[config.mk]
export PLATFORM = sky130hd
export DESIGN_NAME = hub75_capture_flat
export DESIGN_NICKNAME = d
export VERILOG_FILES = /design/src/rtl/hub75_capture_if.sv /design/src/rtl/hub75_capture.sv /design/src/flat_wrapper.sv
export SDC_FILE = /design/constraint.sdc
export NUM_CORES = 1
export LEC_CHECK = 0
export CORE_UTILIZATION = 50
export DETAILED_ROUTE_END_ITERATION = 8
export DONT_BUFFER_PORTS = 1
export PLACE_DENSITY = 0.61
export SLEW_MARGIN = 20
export SYNTH_ARGS = -nofsm -noshare
export SYNTH_HDL_FRONTEND = slang
export SYNTH_SLANG_ARGS = --single-unit
export TNS_END_PERCENT = 1
[constraint.sdc]
create_clock -name clk -period 5.7 [get_ports clk]
set_input_delay 1.425 -clock clk [delete_from_list [all_inputs] [get_ports clk]]
set_output_delay 1.425 -clock clk [all_outputs]
set_load 0.03 [all_outputs]
[src/rtl/hub75_capture_if.sv]
// hub75_capture_if
//   Bundles the HUB75 screen wires driven by the GPU and the framebuffer
//   write port rebuilt from them.
//   master : the GPU/bench side; drives hub_*, observes fb_*.
//   slave  : the capture block; samples hub_*, drives fb_*.
//   hub_RGB0/1  {R,G,B} for the top / bottom panel half
//   hub_CLK     screen shift clock
//   hub_ABCDE   row select
//   hub_LATCH   line latch
//   hub_nOE     active-low output enable
//   fb_we       framebuffer write strobe
//   fb_addr     {half, row, col}, half 0 = top
//   fb_wdata    pixel {R,G,B}
interface hub75_capture_if #(
  parameter int ROW_BITS = 5,
  parameter int COL_BITS = 6
);
  logic [2:0]                   hub_RGB0;
  logic [2:0]                   hub_RGB1;
  logic                         hub_CLK;
  logic [ROW_BITS-1:0]          hub_ABCDE;
  logic                         hub_LATCH;
  logic                         hub_nOE;
  logic                         fb_we;
  logic [ROW_BITS+COL_BITS:0]   fb_addr;
  logic [2:0]                   fb_wdata;

  modport master (
    output hub_RGB0, hub_RGB1, hub_CLK, hub_ABCDE, hub_LATCH, hub_nOE,
    input  fb_we, fb_addr, fb_wdata
  );

  modport slave (
    input  hub_RGB0, hub_RGB1, hub_CLK, hub_ABCDE, hub_LATCH, hub_nOE,
    output fb_we, fb_addr, fb_wdata
  );
endinterface

[src/rtl/hub75_capture.sv]
// hub75_capture
//   Panel model sitting on the GPU's HUB75 wires. Shifts RGB0/RGB1 into one
//   line per panel half on each screen-clock rise and, on LATCH, replays the
//   line into a framebuffer write port addressed by the ABCDE row:
//   COLS top-half writes followed by COLS bottom-half writes.
//   clk          system clock (same clock as the GPU)
//   rst          synchronous active-high reset
//   bus          hub75_capture_if.slave: hub_* inputs, fb_* write port
//   line_done    one-cycle pulse after the last write of a line
//   frame_done   pulse alongside line_done when the row was all-ones
//   shift_count  shift-clock rises since the previous latch, saturating
//   oe_active    registered ~hub_nOE (informational only)
//   overrun_err  sticky: a latch arrived while a line was being written
module hub75_capture #(
  parameter int COLS     = 64,
  parameter int ROW_BITS = 5,
  parameter int COL_BITS = 6
) (
  input  logic                clk,
  input  logic                rst,
  hub75_capture_if.slave      bus,
  output logic                line_done,
  output logic                frame_done,
  output logic [COL_BITS:0]   shift_count,
  output logic                oe_active,
  output logic                overrun_err
);

  localparam logic [COL_BITS-1:0] LAST_COL = COL_BITS'(COLS - 1);
  localparam logic [COL_BITS:0]   FULL_CNT = (COL_BITS + 1)'(COLS);

  typedef enum logic [1:0] {IDLE, WR_TOP, WR_BOT} state_t;

  // Input synchronisers
  logic [2:0]          rgb0_s1, rgb1_s1;
  logic [ROW_BITS-1:0] row_s1;
  logic                clk_s1, clk_s2;
  logic                latch_s1, latch_s2;
  logic                arm_pre, arm;

  logic                clk_rise, latch_rise;

  // Shift registers (element 0 = newest pixel) and their next values
  logic [COLS-1:0][2:0] top_sr, bot_sr;
  logic [COLS-1:0][2:0] top_nxt, bot_nxt;

  // Write buffer captured at latch time
  logic [COLS-1:0][2:0] top_buf, bot_buf;
  logic [ROW_BITS-1:0]  row_buf;

  state_t              state;
  logic [COL_BITS-1:0] col;
  logic [COL_BITS-1:0] col_inc;

  // NOTE: every signal assigned here gets a value on every path, so no
  // latches are inferred.
  always_comb begin
    clk_rise   = arm & clk_s1 & ~clk_s2;
    latch_rise = arm & latch_s1 & ~latch_s2;
    top_nxt    = top_sr;
    bot_nxt    = bot_sr;
    if (clk_rise) begin
      top_nxt = {top_sr[COLS-2:0], rgb0_s1};
      bot_nxt = {bot_sr[COLS-2:0], rgb1_s1};
    end
    col_inc = col + 1'b1;
  end

  // NOTE: state is updated with non-blocking assignments so every register
  // samples the pre-edge values of the others.
  // The arm bit comes up two edges after reset so that inputs already high
  // at release (s1 = 1, s2 = 0 for one cycle) are not taken as edges.
  always_ff @(posedge clk) begin
    if (rst) begin
      rgb0_s1   <= '0;
      rgb1_s1   <= '0;
      row_s1    <= '0;
      clk_s1    <= 1'b0;
      clk_s2    <= 1'b0;
      latch_s1  <= 1'b0;
      latch_s2  <= 1'b0;
      arm_pre   <= 1'b0;
      arm       <= 1'b0;
      oe_active <= 1'b0;
    end else begin
      rgb0_s1   <= bus.hub_RGB0;
      rgb1_s1   <= bus.hub_RGB1;
      row_s1    <= bus.hub_ABCDE;
      clk_s1    <= bus.hub_CLK;
      clk_s2    <= clk_s1;
      latch_s1  <= bus.hub_LATCH;
      latch_s2  <= latch_s1;
      arm_pre   <= 1'b1;
      arm       <= arm_pre;
      oe_active <= ~bus.hub_nOE;
    end
  end

  // Shift registers and shift counter. A latch restarts the count; a
  // shift in the same cycle is the first pixel of the new line.
  // NOTE: the shift registers and write buffer are reset explicitly so a
  // short line after reset writes zeros in its unshifted columns.
  always_ff @(posedge clk) begin
    if (rst) begin
      top_sr      <= '0;
      bot_sr      <= '0;
      shift_count <= '0;
    end else begin
      top_sr <= top_nxt;
      bot_sr <= bot_nxt;
      if (latch_rise)
        shift_count <= clk_rise ? (COL_BITS + 1)'(1) : '0;
      else if (clk_rise && shift_count != FULL_CNT)
        shift_count <= shift_count + 1'b1;
    end
  end

  // Write sequencer. state/col name the write currently on the bus; the
  // fb_* outputs are registered alongside them.
  always_ff @(posedge clk) begin
    if (rst) begin
      state        <= IDLE;
      col          <= '0;
      top_buf      <= '0;
      bot_buf      <= '0;
      row_buf      <= '0;
      bus.fb_we    <= 1'b0;
      bus.fb_addr  <= '0;
      bus.fb_wdata <= '0;
      line_done    <= 1'b0;
      frame_done   <= 1'b0;
      overrun_err  <= 1'b0;
    end else begin
      line_done  <= 1'b0;
      frame_done <= 1'b0;
      unique case (state)
        IDLE: begin
          if (latch_rise) begin
            top_buf      <= top_nxt;
            bot_buf      <= bot_nxt;
            row_buf      <= row_s1;
            col          <= '0;
            state        <= WR_TOP;
            bus.fb_we    <= 1'b1;
            bus.fb_addr  <= {1'b0, row_s1, {COL_BITS{1'b0}}};
            bus.fb_wdata <= top_nxt[0];
          end
        end
        WR_TOP: begin
          if (col == LAST_COL) begin
            col          <= '0;
            state        <= WR_BOT;
            bus.fb_addr  <= {1'b1, row_buf, {COL_BITS{1'b0}}};
            bus.fb_wdata <= bot_buf[0];
          end else begin
            col          <= col_inc;
            bus.fb_addr  <= {1'b0, row_buf, col_inc};
            bus.fb_wdata <= top_buf[col_inc];
          end
        end
        WR_BOT: begin
          if (col == LAST_COL) begin
            col          <= '0;
            state        <= IDLE;
            bus.fb_we    <= 1'b0;
            bus.fb_addr  <= '0;
            bus.fb_wdata <= '0;
            line_done    <= 1'b1;
            frame_done   <= &row_buf;
          end else begin
            col          <= col_inc;
            bus.fb_addr  <= {1'b1, row_buf, col_inc};
            bus.fb_wdata <= bot_buf[col_inc];
          end
        end
        default: state <= IDLE;
      endcase
      // A latch during a write sequence leaves the buffer alone.
      if (latch_rise && state != IDLE)
        overrun_err <= 1'b1;
    end
  end

endmodule
[src/flat_wrapper.sv]
// flat-port wrapper written by rule: the top's interface ports become plain ports
module hub75_capture_flat 
#(
  parameter int COLS     = 64,
  parameter int ROW_BITS = 5,
  parameter int COL_BITS = 6
)
  (clk, rst, line_done, frame_done, shift_count, oe_active, overrun_err, bus_hub_RGB0, bus_hub_RGB1, bus_hub_CLK, bus_hub_ABCDE, bus_hub_LATCH, bus_hub_nOE, bus_fb_we, bus_fb_addr, bus_fb_wdata);
  hub75_capture_if #(.ROW_BITS(ROW_BITS), .COL_BITS(COL_BITS)) bus_i ();
  input  logic clk;
  input  logic rst;
  output logic line_done;
  output logic frame_done;
  output logic [COL_BITS:0] shift_count;
  output logic oe_active;
  output logic overrun_err;
  input wire logic [$bits(bus_i.hub_RGB0)-1:0] bus_hub_RGB0;
  input wire logic [$bits(bus_i.hub_RGB1)-1:0] bus_hub_RGB1;
  input wire logic [$bits(bus_i.hub_CLK)-1:0] bus_hub_CLK;
  input wire logic [$bits(bus_i.hub_ABCDE)-1:0] bus_hub_ABCDE;
  input wire logic [$bits(bus_i.hub_LATCH)-1:0] bus_hub_LATCH;
  input wire logic [$bits(bus_i.hub_nOE)-1:0] bus_hub_nOE;
  output wire logic [$bits(bus_i.fb_we)-1:0] bus_fb_we;
  output wire logic [$bits(bus_i.fb_addr)-1:0] bus_fb_addr;
  output wire logic [$bits(bus_i.fb_wdata)-1:0] bus_fb_wdata;
  assign bus_i.hub_RGB0 = bus_hub_RGB0;
  assign bus_i.hub_RGB1 = bus_hub_RGB1;
  assign bus_i.hub_CLK = bus_hub_CLK;
  assign bus_i.hub_ABCDE = bus_hub_ABCDE;
  assign bus_i.hub_LATCH = bus_hub_LATCH;
  assign bus_i.hub_nOE = bus_hub_nOE;
  assign bus_fb_we = bus_i.fb_we;
  assign bus_fb_addr = bus_i.fb_addr;
  assign bus_fb_wdata = bus_i.fb_wdata;
  hub75_capture #(.COLS(COLS), .ROW_BITS(ROW_BITS), .COL_BITS(COL_BITS)) u_core (.clk(clk), .rst(rst), .bus(bus_i), .line_done(line_done), .frame_done(frame_done), .shift_count(shift_count), .oe_active(oe_active), .overrun_err(overrun_err));
endmodule
==> impl_metrics.env <==
export IMPL_p_leak_uw=0.0111
export IMPL_hold_path_endpoint="u_core.arm"
export IMPL_cts_buffers=84
export IMPL_detail_route_wl_per_cell_um=17.1
export IMPL_yosysMostFrequentCell="dfxtp_1"
export IMPL_viasPerCell=5.55
export IMPL_wl_met2_um=29600
export IMPL_slew_violations=604
export IMPL_worst_pin_slew_ns=2.87
export IMPL_synthDominantCellAreaShare_pct=52.4
export IMPL_r2r_end="u_core.bus.fb_wdata[1]"
export IMPL_synthTopCellsByCount="dfxtp_1 (825), nor2_1 (818), mux2i_1 (445)"
export IMPL_routabilityCongestion=0.779
export IMPL_ir_drop_mv=0.247
export IMPL_cp_cell_sequence="buf_4, and3_1, o31a_1, nand3b_1, nand4_1, a311oi_1, a211oi_1"
export IMPL_synth_seq_cells=825
export IMPL_routed_top_layer="met4"
export IMPL_yosys_warnings=0
export IMPL_initialDrtViolationCount=1611
export IMPL_finalCritPeriodShare_pct=68.5
export IMPL_min_path_cells=1
export IMPL_hold_start="u_core.arm_pre"
export IMPL_grt_max_degree=820
export IMPL_yosysTopAreaCell="dfxtp_1"
export IMPL_cts_sinks=825
export IMPL_synth_nets=3135
export IMPL_holdWs_ns=0.449
export IMPL_dpl_hpwl_um=39800
export IMPL_start_kind="flip-flop"
export IMPL_clkLatencyLatePin_ns=0.62
export IMPL_drc=0
export IMPL_internal_power_uw=9280
export IMPL_m1WireLength_um=32100
export IMPL_fin_util_pct=55.6
export IMPL_worstPathRequired_ns=6.08
export IMPL_violations="slew limit"
export IMPL_ios=43
export IMPL_die_x_um=253
export IMPL_die_area_um2=64100
export IMPL_syn_cell_area_um2=31500
export IMPL_async_flop_share_pct=0
export IMPL_grt_pass1_vias=20300
export IMPL_grt_pass1_wl_um=108000
export IMPL_via_count=21400
export IMPL_synthToLayoutAreaGrowth_pct=9.36
export IMPL_r2r_setup_slack_ns=1.79
export IMPL_initial_utilization_pct=50.8
export IMPL_grt_overflow=0
export IMPL_met3_length_um=2950
export IMPL_crit_slowest_cell="o31a_1"
export IMPL_core_um2=62100
export IMPL_post_layout_nonfiller_instances=3851
export IMPL_clk_path_buf_depth=3
export IMPL_synth_cell_type_count=52
export IMPL_synth_flop_cell="dfxtp_1"
export IMPL_drv_cap=0
export IMPL_cts_hold_buf=0
export IMPL_crit_start="u_core.col[0]"
export IMPL_numPortBuffers=0
export IMPL_synthTopCellsByArea="dfxtp_1 (52%), mux2i_1 (14%), nor2_1 (9.7%)"
export IMPL_antenna_left=0
export IMPL_nets=2975
export IMPL_chipHeight_um=253
export IMPL_r2r_start="u_core.col[0]"
export IMPL_antenna_found_initial=0
export IMPL_path_max_fanout=46
export IMPL_hold_viol_final=0
export IMPL_drt_wl_total_um=66000
export IMPL_period_minus_slack_ns=3.91
export IMPL_rows=91
export IMPL_crit_arrival_ns=4.28
export IMPL_htreeDepth=3
export IMPL_status="finished, violations left"
export IMPL_avgSynthCellArea_um2=10.1
export IMPL_cts_root_buf="clkbuf_16"
export IMPL_antenna_cells=0
export IMPL_finalSetupViolCount=0
export IMPL_grtUsageTotal_pct=20.7
export IMPL_cellPowerDensity_nw_per_um2=341
export IMPL_fin_skew_ns=0.0235
export IMPL_hold_path_class="flip-flop to flip-flop"
export IMPL_place_inst=3703
export IMPL_pwr_share_comb_pct=2.7
export IMPL_cpPeakStageDelay_ns=0.77
export IMPL_switchingPower_uw=2470
export IMPL_drt_pass1_iter_count=5
export IMPL_synth_cells=3112
export IMPL_cts_clk_slew_worst_paths_ns=0.07
export IMPL_cts_resized=0
export IMPL_r2r_cells=7
export IMPL_cp_end_kind="flip-flop"
export IMPL_slew_headroom_pct=-91.2
export IMPL_cts_tree="built"
export IMPL_p_clk_share_pct=46.6
export IMPL_cts_setup_buffers=0
export IMPL_pwr_share_seq_pct=50.7
export IMPL_drive_above_1_share_pct=7.86
export IMPL_worst_setup_path_type="flip-flop to flip-flop"
export IMPL_seq_area_frac_synth_pct=52.4
export IMPL_setup_tns_ns=0
export IMPL_finalPower_uw=11700
export IMPL_fmax_mhz=256
export IMPL_synth_edff_count=0
export IMPL_rsz0062_at_grt="no"
export IMPL_p_sw_share_pct=21.0
## power groups by stage
stage	clock network, µW	logic [µW]	registers, µW
finish	5470	323	5950
global route	5850	359	5960
CTS	5600	323	5950
detailed placement	0	322	6080
global placement	0	313	6080
floorplan	0	348	6040
## cells in the final DEF, fill, tap and decap left out, types with 4 or more instances in the layout
| cell type | Yosys | final |
|---|---|---|
| o21ai_0 | 7 | 7 |
| buf_12 | 0 | 9 |
| mux2i_1 | 445 | 445 |
| a21oi_1 | 27 | 27 |
| nand2_1 | 89 | 89 |
| mux4_2 | 72 | 72 |
| nor3_1 | 14 | 14 |
| buf_4 | 10 | 12 |
| clkbuf_1 | 181 | 14 |
| o22ai_1 | 7 | 7 |
| nand3_1 | 14 | 14 |
| clkbuf_16 | 0 | 87 |
| ha_1 | 7 | 6 |
| nand4_1 | 4 | 4 |
| a221oi_1 | 5 | 5 |
| inv_1 | 7 | 7 |
| nor2_1 | 818 | 818 |
| xnor2_1 | 6 | 5 |
| clkinv_2 | 0 | 15 |
| nor2b_1 | 19 | 19 |
| clkbuf_8 | 0 | 22 |
| a32o_1 | 6 | 6 |
| dfxtp_1 | 825 | 824 |
| a211oi_1 | 389 | 389 |
| a22oi_1 | 32 | 32 |
| nand3b_1 | 6 | 6 |
| bufinv_16 | 0 | 4 |
## sequential cells by signal, summed over array words and instances (netlist names), 2 cells and up
register             flops
u_core.state             2
u_core.col               6
u_core.row_buf           5
u_core.rgb0_s1           3
u_core.shift_count       7
u_core.bot_buf         192
u_core.bus.fb_wdata      3
u_core.rgb1_s1           3
u_core.top_sr          192
u_core.bot_sr          192
u_core.row_s1            5
u_core.top_buf         192
u_core.bus.fb_addr      12
## logic make-up after synthesis
family	Yosys count	synth area share (%)
AO/OA/AOI/OAI	490	11.5
XOR/XNOR	11	0.353
adder cells (fa/ha/maj)	7	0.278
buffers and inverters	276	3.90
flip-flops	825	52.4
multiplexers	517	19.3
AND/OR/NAND/NOR	986	12.3
## metrics by stage
stage / setup slack [ns] / area [µm²]
3_3_place_gp: 1.96 / 31700
4_1_cts: 1.86 / 34500
5_1_grt: 1.67 / 34500
6_report: 1.79 / 34500
2_1_floorplan: 3.03 / 31500
3_5_place_dp: 1.86 / 31700
## how the worst max path moves through the flow
stage | end | slack, ns | cells after the start
after floorplan | u_core.bot_sr[0] | 3.03 | 5
after global placement | u_core.bus.fb_wdata[2] | 1.96 | 8
after detailed placement | u_core.bus.fb_wdata[1] | 1.86 | 7
after CTS | u_core.bus.fb_wdata[1] | 1.86 | 7
after global routing | u_core.bus.fb_wdata[1] | 1.67 | 9
final | u_core.bus.fb_wdata[1] | 1.79 | 7
## area by class of cell
type | instances | area [µm²]
tap | 837 | 1050
clock buffer | 123 | 2530
timing repair buffer | 21 | 270
fill | 5346 | 27600
sequential | 825 | 16500
inverter | 9 | 33.8
clock inverter | 25 | 245
multi-input combinational | 2011 | 13800
## critical path, delay by kind of cell, from the launching register on
kind                   cells  cell delay, ns
buffers and inverters      1            0.70
and+or+nand+nor            3            0.76
AOI/OAI and AO/OA          3            1.42
DFF                        1            0.74
## layer usage
metal,vias to the layer above,GRT usage [%]
li1,10700,-
met1,10300,29.5
met2,325,32.1
met3,95,3.84
met4,0,5.40
met5,-,0
No activity file was read; power rests on OpenSTA's default activity.
